### config.mk
export PLATFORM = sky130hd
export DESIGN_NAME = modulo_seq_ctrl
export DESIGN_NICKNAME = d
export VERILOG_FILES = /design/src/rtl/modulo_seq_ctrl.sv
export SDC_FILE = /design/constraint.sdc
export NUM_CORES = 1
export LEC_CHECK = 0
export BUFFER_PORTS_ARGS = -buffer_cell sky130_fd_sc_hd__buf_4
export CORE_MARGIN = 3
export CORE_UTILIZATION = 45
export DETAILED_ROUTE_END_ITERATION = 8
export PLACE_DENSITY_LB_ADDON = 0.2
export SYNTH_ARGS = -nofsm -noshare
export SYNTH_HDL_FRONTEND = slang
export SYNTH_SLANG_ARGS = --single-unit
### constraint.sdc
create_clock -name clk -period 2.8 [get_ports clk]
set_input_delay 0.28 -clock clk [delete_from_list [all_inputs] [get_ports clk]]
set_output_delay 0.28 -clock clk [all_outputs]
set_load 0.03 [all_outputs]
### src/rtl/modulo_seq_ctrl.sv
// Run-control sequencer for a modulo-N counter: clears it, gates its ce,
// counts wrap-arounds and ends one-shot runs after a programmed period count.
module modulo_seq_ctrl #(
  parameter int N     = 10,
  parameter int WIDTH = $clog2(N),
  parameter int REPW  = 8
) (
  input  logic             clk,
  input  logic             rst,
  input  logic             start,
  input  logic             stop,
  input  logic             pause,
  input  logic             mode,
  input  logic [REPW-1:0]  reps,
  input  logic [WIDTH-1:0] cnt_in,
  output logic             ce,
  output logic             cnt_clr,
  output logic             busy,
  output logic             tick,
  output logic             done,
  output logic [REPW-1:0]  wrap_cnt
);

  typedef enum logic [1:0] {IDLE, CLEAR, RUN, DONE} state_t;

  state_t          state_reg, state_next;
  logic [REPW-1:0] wrap_cnt_reg;
  logic [REPW-1:0] reps_reg;
  logic            mode_reg;
  logic            tick_reg;

  logic wrap_evt;
  logic last_wrap;
  logic launch;

  // A stop in the same cycle suppresses the wrap so wrap_cnt and tick hold.
  assign wrap_evt  = (state_reg == RUN) && !pause && !stop &&
                     (cnt_in == WIDTH'(N - 1));
  // reps of zero wraps to all-ones here, giving a full 2^REPW periods.
  assign last_wrap = (wrap_cnt_reg == reps_reg - REPW'(1));
  assign launch    = start && ((state_reg == IDLE) || (state_reg == DONE));

  always_comb begin
    state_next = state_reg;
    ce         = 1'b0;
    cnt_clr    = 1'b0;
    busy       = 1'b0;
    done       = 1'b0;
    case (state_reg)
      IDLE: begin
        if (start) state_next = CLEAR;
      end
      CLEAR: begin
        cnt_clr    = 1'b1;
        busy       = 1'b1;
        state_next = stop ? IDLE : RUN;
      end
      RUN: begin
        busy = 1'b1;
        ce   = !pause;
        if (stop)
          state_next = IDLE;
        else if (wrap_evt && !mode_reg && last_wrap)
          state_next = DONE;
      end
      DONE: begin
        done       = 1'b1;
        state_next = start ? CLEAR : IDLE;
      end
      default: state_next = IDLE;
    endcase
  end

  always_ff @(posedge clk or posedge rst) begin
    if (rst) begin
      state_reg    <= IDLE;
      wrap_cnt_reg <= '0;
      reps_reg     <= '0;
      mode_reg     <= 1'b0;
      tick_reg     <= 1'b0;
    end else begin
      state_reg <= state_next;
      tick_reg  <= wrap_evt;
      if (launch) begin
        reps_reg     <= reps;
        mode_reg     <= mode;
        wrap_cnt_reg <= '0;
      end else if (wrap_evt) begin
        wrap_cnt_reg <= wrap_cnt_reg + REPW'(1);
      end
    end
  end

  assign tick     = tick_reg;
  assign wrap_cnt = wrap_cnt_reg;

endmodule

==> summary.txt, run 1 <==
Yosys
  – FF+latch count, synth: 20
  – Post-Synthesis Cells: 115
  – Register area share after synthesis: 0.4228
  – Avg Inst Size Synth: 10.29 um2
  – Cell Area, Synth: between 0.001 and 0.0015 mm2
  – Post-Syn Nets: 140
  – Synth Warn #: 0
  – Post-synth cell types: 30
  – Synth top area share: 0.4228
  – Largest cells by area after synthesis: dfrtp_1 (42%), xor2_1 (8.1%), ha_1 (7.4%)
  – Area leader, netlist: dfrtp_1
  – Prevailing post-synth register cell: dfrtp_1
  – EDFF count, synth: 0
  – Async S/R FF share, synth: 1.000

Route
  – DR WL/cell: around 15 um
  – WL final: 2.657 mm
  – Drt first pass iters: 4
  – DR iter-0 viols: 13
  – Via density: 5.397
  – Antenna-violating nets left: 0
  – DRC viols: 0
  – Vias: ~940

STA
  – Crit path time final: 2.168 ns
  – Worst Skew: approximately 0.0011 ns
  – Slew HR: 0.4918
  – Actual slew at the worst max-slew pin: around 0.76 ns
  – Slew Limit Fails: 0
  – RSZ-0062 raised after global routing: false
  – TNS Setup: 0 ns
  – Max Fclk: roughly 460 MHz
  – Period utilization: 0.7743
  – Hold Vio Cnt, Final: 0
  – Endpoints failing setup: 0

Floorplan
  – # IOs: 31
  – Core Area: ~0.0024 mm2
  – Die H: 57.29 um
  – Die span in x: between 50 and 60 um
  – Die area: between 0.003 and 0.004 mm2
  – Initial Utilization: 0.5013
  – Site row count: 17

CTS
  – CTS resizes: 0
  – Number of CTS-inserted buffers: 3
  – Post-CTS Setup Bufs: 0
  – Clock transition at path regs: 0.11 ns
  – CTS Root Cell: clkbuf_4
  – Max Root-Sink Buffers: 2
  – H-tree depth: 1
  – CTS tree: yes
  – Worst-skew pair later-pin latency: around 0.31 ns
  – CTS Hold Buffers Added: 0
  – Clock sink count: 20

Finish
  – # nets final: 172
  – Antenna cells: 0
  – Fillers: 198
  – Layout Cells excl Fill: 174
  – Area Growth Syn to Fin: 24.84%
  – Finished Core Util: 0.6259
  – Layout cells sized above 1: 0.3082

Global route
  – Vias in the first global route: 962
  – First-pass GRT wire length: 4.333 mm
  – Largest net degree at the start of global routing: 21
  – Grt ovf: 0
  – Gr usage total: 0.1707
  – Initial antenna violation count: 0

Worst hold path
  – Worst Hold Class: in2async

Placement
  – Placed cells: 170
  – GPL Wtd Cong: ~0.86
  – Port Buffer Count: 30
  – Dpl hpwl: 1.967 mm

Setup path
  – Required @ worst endpoint: 3.06 ns
  – Critical path launch point type: register
  – Critical-path top delay cell: dfrtp_1
  – Worst r2r src: state_reg[0]$_DFFE_PP0P_
  – WP data arrival: about 2.4 ns
  – CP Class: reg2reg
  – Largest stage delay on the critical path: 0.44 ns
  – CP Capture Type: register
  – Setup crit start: state_reg[0]$_DFFE_PP0P_
  – Worst Path Max Fanout: 10
  – Worst path cell trace: inv_1 > ha_1 > nor2b_1 > and3_1 > o2111ai_1 > nor4_1 > o31a_1

Run status
  – Status: complete, no violations

Power
  – Leakage: approximately 0.74 nW
  – Power per Cell Area: 894.7 mW/mm2
  – PnR Total Power: between 0.001 and 0.0015 W
  – Worst vdd ir: 495.8 uV

Flow run
  – Max-cap violations: 0
==> metrics by stage <==
stage          cell area (um2)  hold slack, ns  setup WS [ns]
5_1_grt                   1478          0.1401         0.4764
2_1_floorplan             1184          0.2438         0.6099
3_5_place_dp              1425          0.4694         0.6865
3_3_place_gp              1425          0.4573         0.8213
4_1_cts                   1478          0.1165         0.6387
6_report                  1478         0.09060         0.6320
==> worst max-delay path, delay by kind of cell (launching register included) <==
kind | cells | cell delay (ns)
fa+ha+maj | 1 | 0.20
compound gates | 2 | 0.41
flops | 1 | 0.44
buf+inv | 1 | 0.13
simple gates | 3 | 0.94
==> cell type report <==
| cell class | instances | area, um2 | area share |
|---|---|---|---|
| Multi-Input combinational cell | 83 | 626.9 | 0.4242 |
| Sequential cell | 20 | 500.5 | 0.3387 |
| Timing Repair Buffer | 31 | 232.7 | 0.1575 |
| Tap cell | 28 | 35.03 | 0.02371 |
| Clock inverter | 1 | 30.03 | 0.02032 |
| Inverter | 8 | 30.03 | 0.02032 |
| Clock buffer | 3 | 22.52 | 0.01524 |
==> final timing paths <==
check,endpoint,slack (ns),depth (start not counted)
min,tick$_DFF_PP0_,0.09,2
max reg2reg,state_reg[0]$_DFFE_PP0P_,0.63,7
max in group asynchronous,wrap_cnt[3]$_DFFE_PP0P_,2.24,2
min in group clk,reps_reg[1]$_DFFE_PP0P_,0.16,3
min reg2reg,mode_reg$_DFFE_PP0P_,0.54,1
max,state_reg[0]$_DFFE_PP0P_,0.63,7
==> cell usage after synthesis, drive strengths merged (2+ instances only) <==
master	instances
nor2	10
nor3	4
clkbuf	2
mux2i	2
mux2	6
a21oi	3
inv	8
buf	2
ha	7
nor2b	4
xnor2	5
and3	4
nand4	4
xor2	12
nand2	7
dfrtp	20
o21ai	4
nor4	2
==> layout by cell type (no fill, tap or decap) <==
master / instances
o21ai_0: 4
mux2_2: 6
nor4b_1: 1
buf_4: 31
nand4_1: 4
xnor2_1: 5
o21ba_1: 1
dfrtp_1: 20
o41ai_2: 1
nor3_1: 4
inv_1: 8
a31oi_1: 1
xor2_2: 1
a21oi_1: 3
nor2_1: 10
nand3_1: 1
nand2_1: 7
a221oi_2: 1
nor2b_1: 4
and3_1: 3
mux2i_1: 2
xor2_1: 11
o2111ai_1: 1
nor4_1: 2
and3_2: 1
ha_1: 7
a41oi_1: 1
o31a_1: 1
bufinv_16: 1
clkbuf_4: 3
==> power by group <==
| part | switching (W) | internal, W | total [W] | leakage [nW] |
|---|---|---|---|---|
| Sequential | 0.0000933 | 0.000370 | 0.000463 | 0.258 |
| Combinational | 0.000336 | 0.000282 | 0.000619 | 0.453 |
| Clock | 0.0000955 | 0.000145 | 0.000240 | 0.0279 |
==> cell families (layout without fill, tap and decap cells) <==
family          Yosys count  after routing  synth area share
compound gates           14             14           0.09197
xor+xnor                 17             17            0.1321
fa+ha+maj                 7              7           0.07399
buf+inv                  12             43           0.04757
flops                    20             20            0.4228
mux                       8              8           0.07399
simple gates             37             37            0.1575
==> layer usage <==
metal,global-route usage,vias up,wire (um)
li1,-,458,-
met1,0.2164,444,1163
met2,0.2855,30,1323
met3,0.04977,7,133
met4,0.04305,0,37
met5,0,-,0
No activity file was read; power rests on OpenSTA's default activity.
==> run 2: changes to the inputs <==
==> constraint.sdc (replaced) <==
create_clock -name clk -period 1.91 [get_ports clk]
set_input_delay 0.191 -clock clk [delete_from_list [all_inputs] [get_ports clk]]
set_output_delay 0.191 -clock clk [all_outputs]
set_load 0.03 [all_outputs]
==> run 2 against run 1 <==
Critical path depth is the same. Power grew 50%. Worst setup slack lost 0.55 ns. Final cell count grew 4.6%. Design area grew 5.5%. Largest power group unchanged. Sequential cell count is the same. Global-route usage shrank 0.51 points. Die area is the same. Sequential power grew 41%.
==> summary.txt, run 2 (synthesized netlist as in run 1, its figures left out) <==
Global route
  – Initial antenna violation count: 0
  – Largest net degree at the start of global routing: 21
  – Vias in the first global route: about 950
  – Gr usage total: 0.1656
  – Grt ovf: 0
  – First-pass GRT wire length: approximately 4.3 mm

Setup path
  – R2r worst-path depth: 7
  – CP Capture Type: register
  – Worst r2r src: reps_reg[0]$_DFFE_PP0P_
  – Critical-path top delay cell: dfrtp_1
  – Worst path cell trace: inv_2 > ha_4 > o21ba_1 > a221oi_2 > a41oi_2 > o41ai_2 > mux2i_1
  – Largest stage delay on the critical path: 0.41 ns
  – Critical path launch point type: register
  – WP data arrival: approximately 2.1 ns
  – Buf/Inv on CP: 1
  – CP Class: reg2reg
  – Setup crit start: reps_reg[0]$_DFFE_PP0P_
  – Required @ worst endpoint: 2.14 ns
  – Worst R2R Setup Slack: 0.08 ns
  – CP Depth: 7
  – Worst Path Max Fanout: 4
  – Delay-heaviest family, CP: compound AO/OA/AOI/OAI gates

Finish
  – # nets final: 180
  – Area Growth Syn to Fin: 31.71%
  – Post-route cell area: 0.001559 mm2
  – Layout cells sized above 1: 0.3896
  – Commonest cells after routing, fill and taps aside: buf_4 (39), dfrtp_1 (20), xor2_1 (11)
  – Antenna cells: 0
  – Fillers: between 200 and 250
  – Finished Core Util: 0.6603
  – Most common cell after layout, fill and taps aside: buf_4

Floorplan
  – Die H: 57.29 um
  – Initial Utilization: 0.5013
  – Site row count: 17
  – Die span in x: 57.29 um
  – Core Area: approximately 0.0024 mm2
  – Die area: about 0.0033 mm2
  – # IOs: 31

Route
  – Drt first pass iters: 4
  – DR iter-0 viols: 24
  – DR WL/cell: 13.77 um
  – Vias: 950
  – WL final: 2.506 mm
  – Via density: 5.220
  – Antenna-violating nets left: 0
  – DRC viols: 0

Power
  – Leakage: 0.7750 nW
  – PnR Total Power: 0.001985 W
  – Power per Cell Area: 1274 mW/mm2
  – Worst vdd ir: 1076 uV

CTS
  – H-tree depth: 1
  – CTS Hold Buffers Added: 0
  – Clock transition at path regs: ~0.12 ns
  – Worst-skew pair later-pin latency: 0.30 ns
  – Number of CTS-inserted buffers: 3
  – CTS tree: yes
  – Clock sink count: 20
  – CTS Root Cell: clkbuf_4
  – Max Root-Sink Buffers: 2

STA
  – Hold Vio Cnt, Final: 0
  – Slew Limit Fails: 0
  – Worst Skew: 0.006724 ns
  – Hold_ws: 0.01165 ns
  – Period utilization: 0.9559
  – Crit path time final: 1.826 ns
  – Final setup margin: 0.08429 ns
  – Slew HR: 0.4983
  – Endpoints failing setup: 0
  – Max Fclk: 547.7 MHz
  – Actual slew at the worst max-slew pin: 0.7517 ns

Placement
  – Placement Setup Slack: -0.05027 ns
  – Placed Area: 0.001463 mm2
  – Port Buffer Count: 30
  – GPL Wtd Cong: 0.8099
  – Dpl hpwl: 1.913 mm

Worst hold path
  – Worst Hold Class: in2async

Run status
  – Status: complete, no violations

Flow run
  – Max-cap violations: 0
run 2: cell types whose count changed in the layout (fill, tap and decap cells not counted):
cell / change
bufinv_16: -1
a41oi_1: -1
ha_1: -2
nor2b_1: -2
buf_4: +8
ha_4: +1
a41oi_2: +1
clkbuf_8: +1
inv_1: -2
inv_2: +2
ha_2: +1
nor2b_4: +2
run 2: repair_timing:
item / 4_1_cts / 5_1_grt
resized for setup: 3 / 5
setup endpoints to repair: 1 / 1
pin swaps: 1 / 2
setup buffers: 1 / 3
endpoints found under the hold margin: 0 / 0
run 2: routing by layer:
metal  vias to the layer above  wire length, um  part of all wire  track usage
met2                        22             1226              0.49       0.2822
met1                       451             1157              0.46       0.2068
met4                         0               13            0.0052      0.05960
met5                         -                0                 0            0
li1                        475                -                 -            -
met3                         2              109             0.043      0.03394
run 2: final timing paths:
| path | to |
|---|---|
| worst max-delay path | state_reg[1]$_DFFE_PP0P_ |
| worst min-delay path | wrap_cnt[3]$_DFFE_PP0P_ |
| worst max register to register | state_reg[1]$_DFFE_PP0P_ |
| worst min register to register | mode_reg$_DFFE_PP0P_ |
| max in group asynchronous | reps_reg[6]$_DFFE_PP0P_ |
| min in group clk | reps_reg[0]$_DFFE_PP0P_ |
run 2: area by class of cell:
cell class,count,area [um2],area share
Sequential cell,20,500.5,0.3210
Clock buffer,4,36.28,0.02327
Inverter,8,30.03,0.01926
Tap cell,28,35.03,0.02247
Timing Repair Buffer,39,292.8,0.1878
Multi-Input combinational cell,83,664.4,0.4262
run 2: through the flow:
| step | cells | TNS, ns |
|---|---|---|
| 2_1_floorplan | 115 | 0 |
| 4_1_cts | 179 | 0 |
| 5_1_grt | 182 | -0.001460 |
| 3_5_place_dp | 174 | -0.05027 |
| 6_report | 182 | 0 |
| 3_3_place_gp | 174 | 0 |
run 2: report_power, final:
group | switching (W) | internal [W] | leakage [nW]
Combinational | 0.000550 | 0.000534 | 0.496
Clock | 0.000129 | 0.000116 | 0.0210
Sequential | 0.000113 | 0.000542 | 0.258
Total | 0.000793 | 0.00119 | 0.775
run 2: worst register-to-register path, stage by stage (launching register included):
cell	delay (ns)
dfrtp_1	0.41
inv_2	0.07
ha_4	0.17
o21ba_1	0.18
a221oi_2	0.26
a41oi_2	0.07
o41ai_2	0.38
mux2i_1	0.22
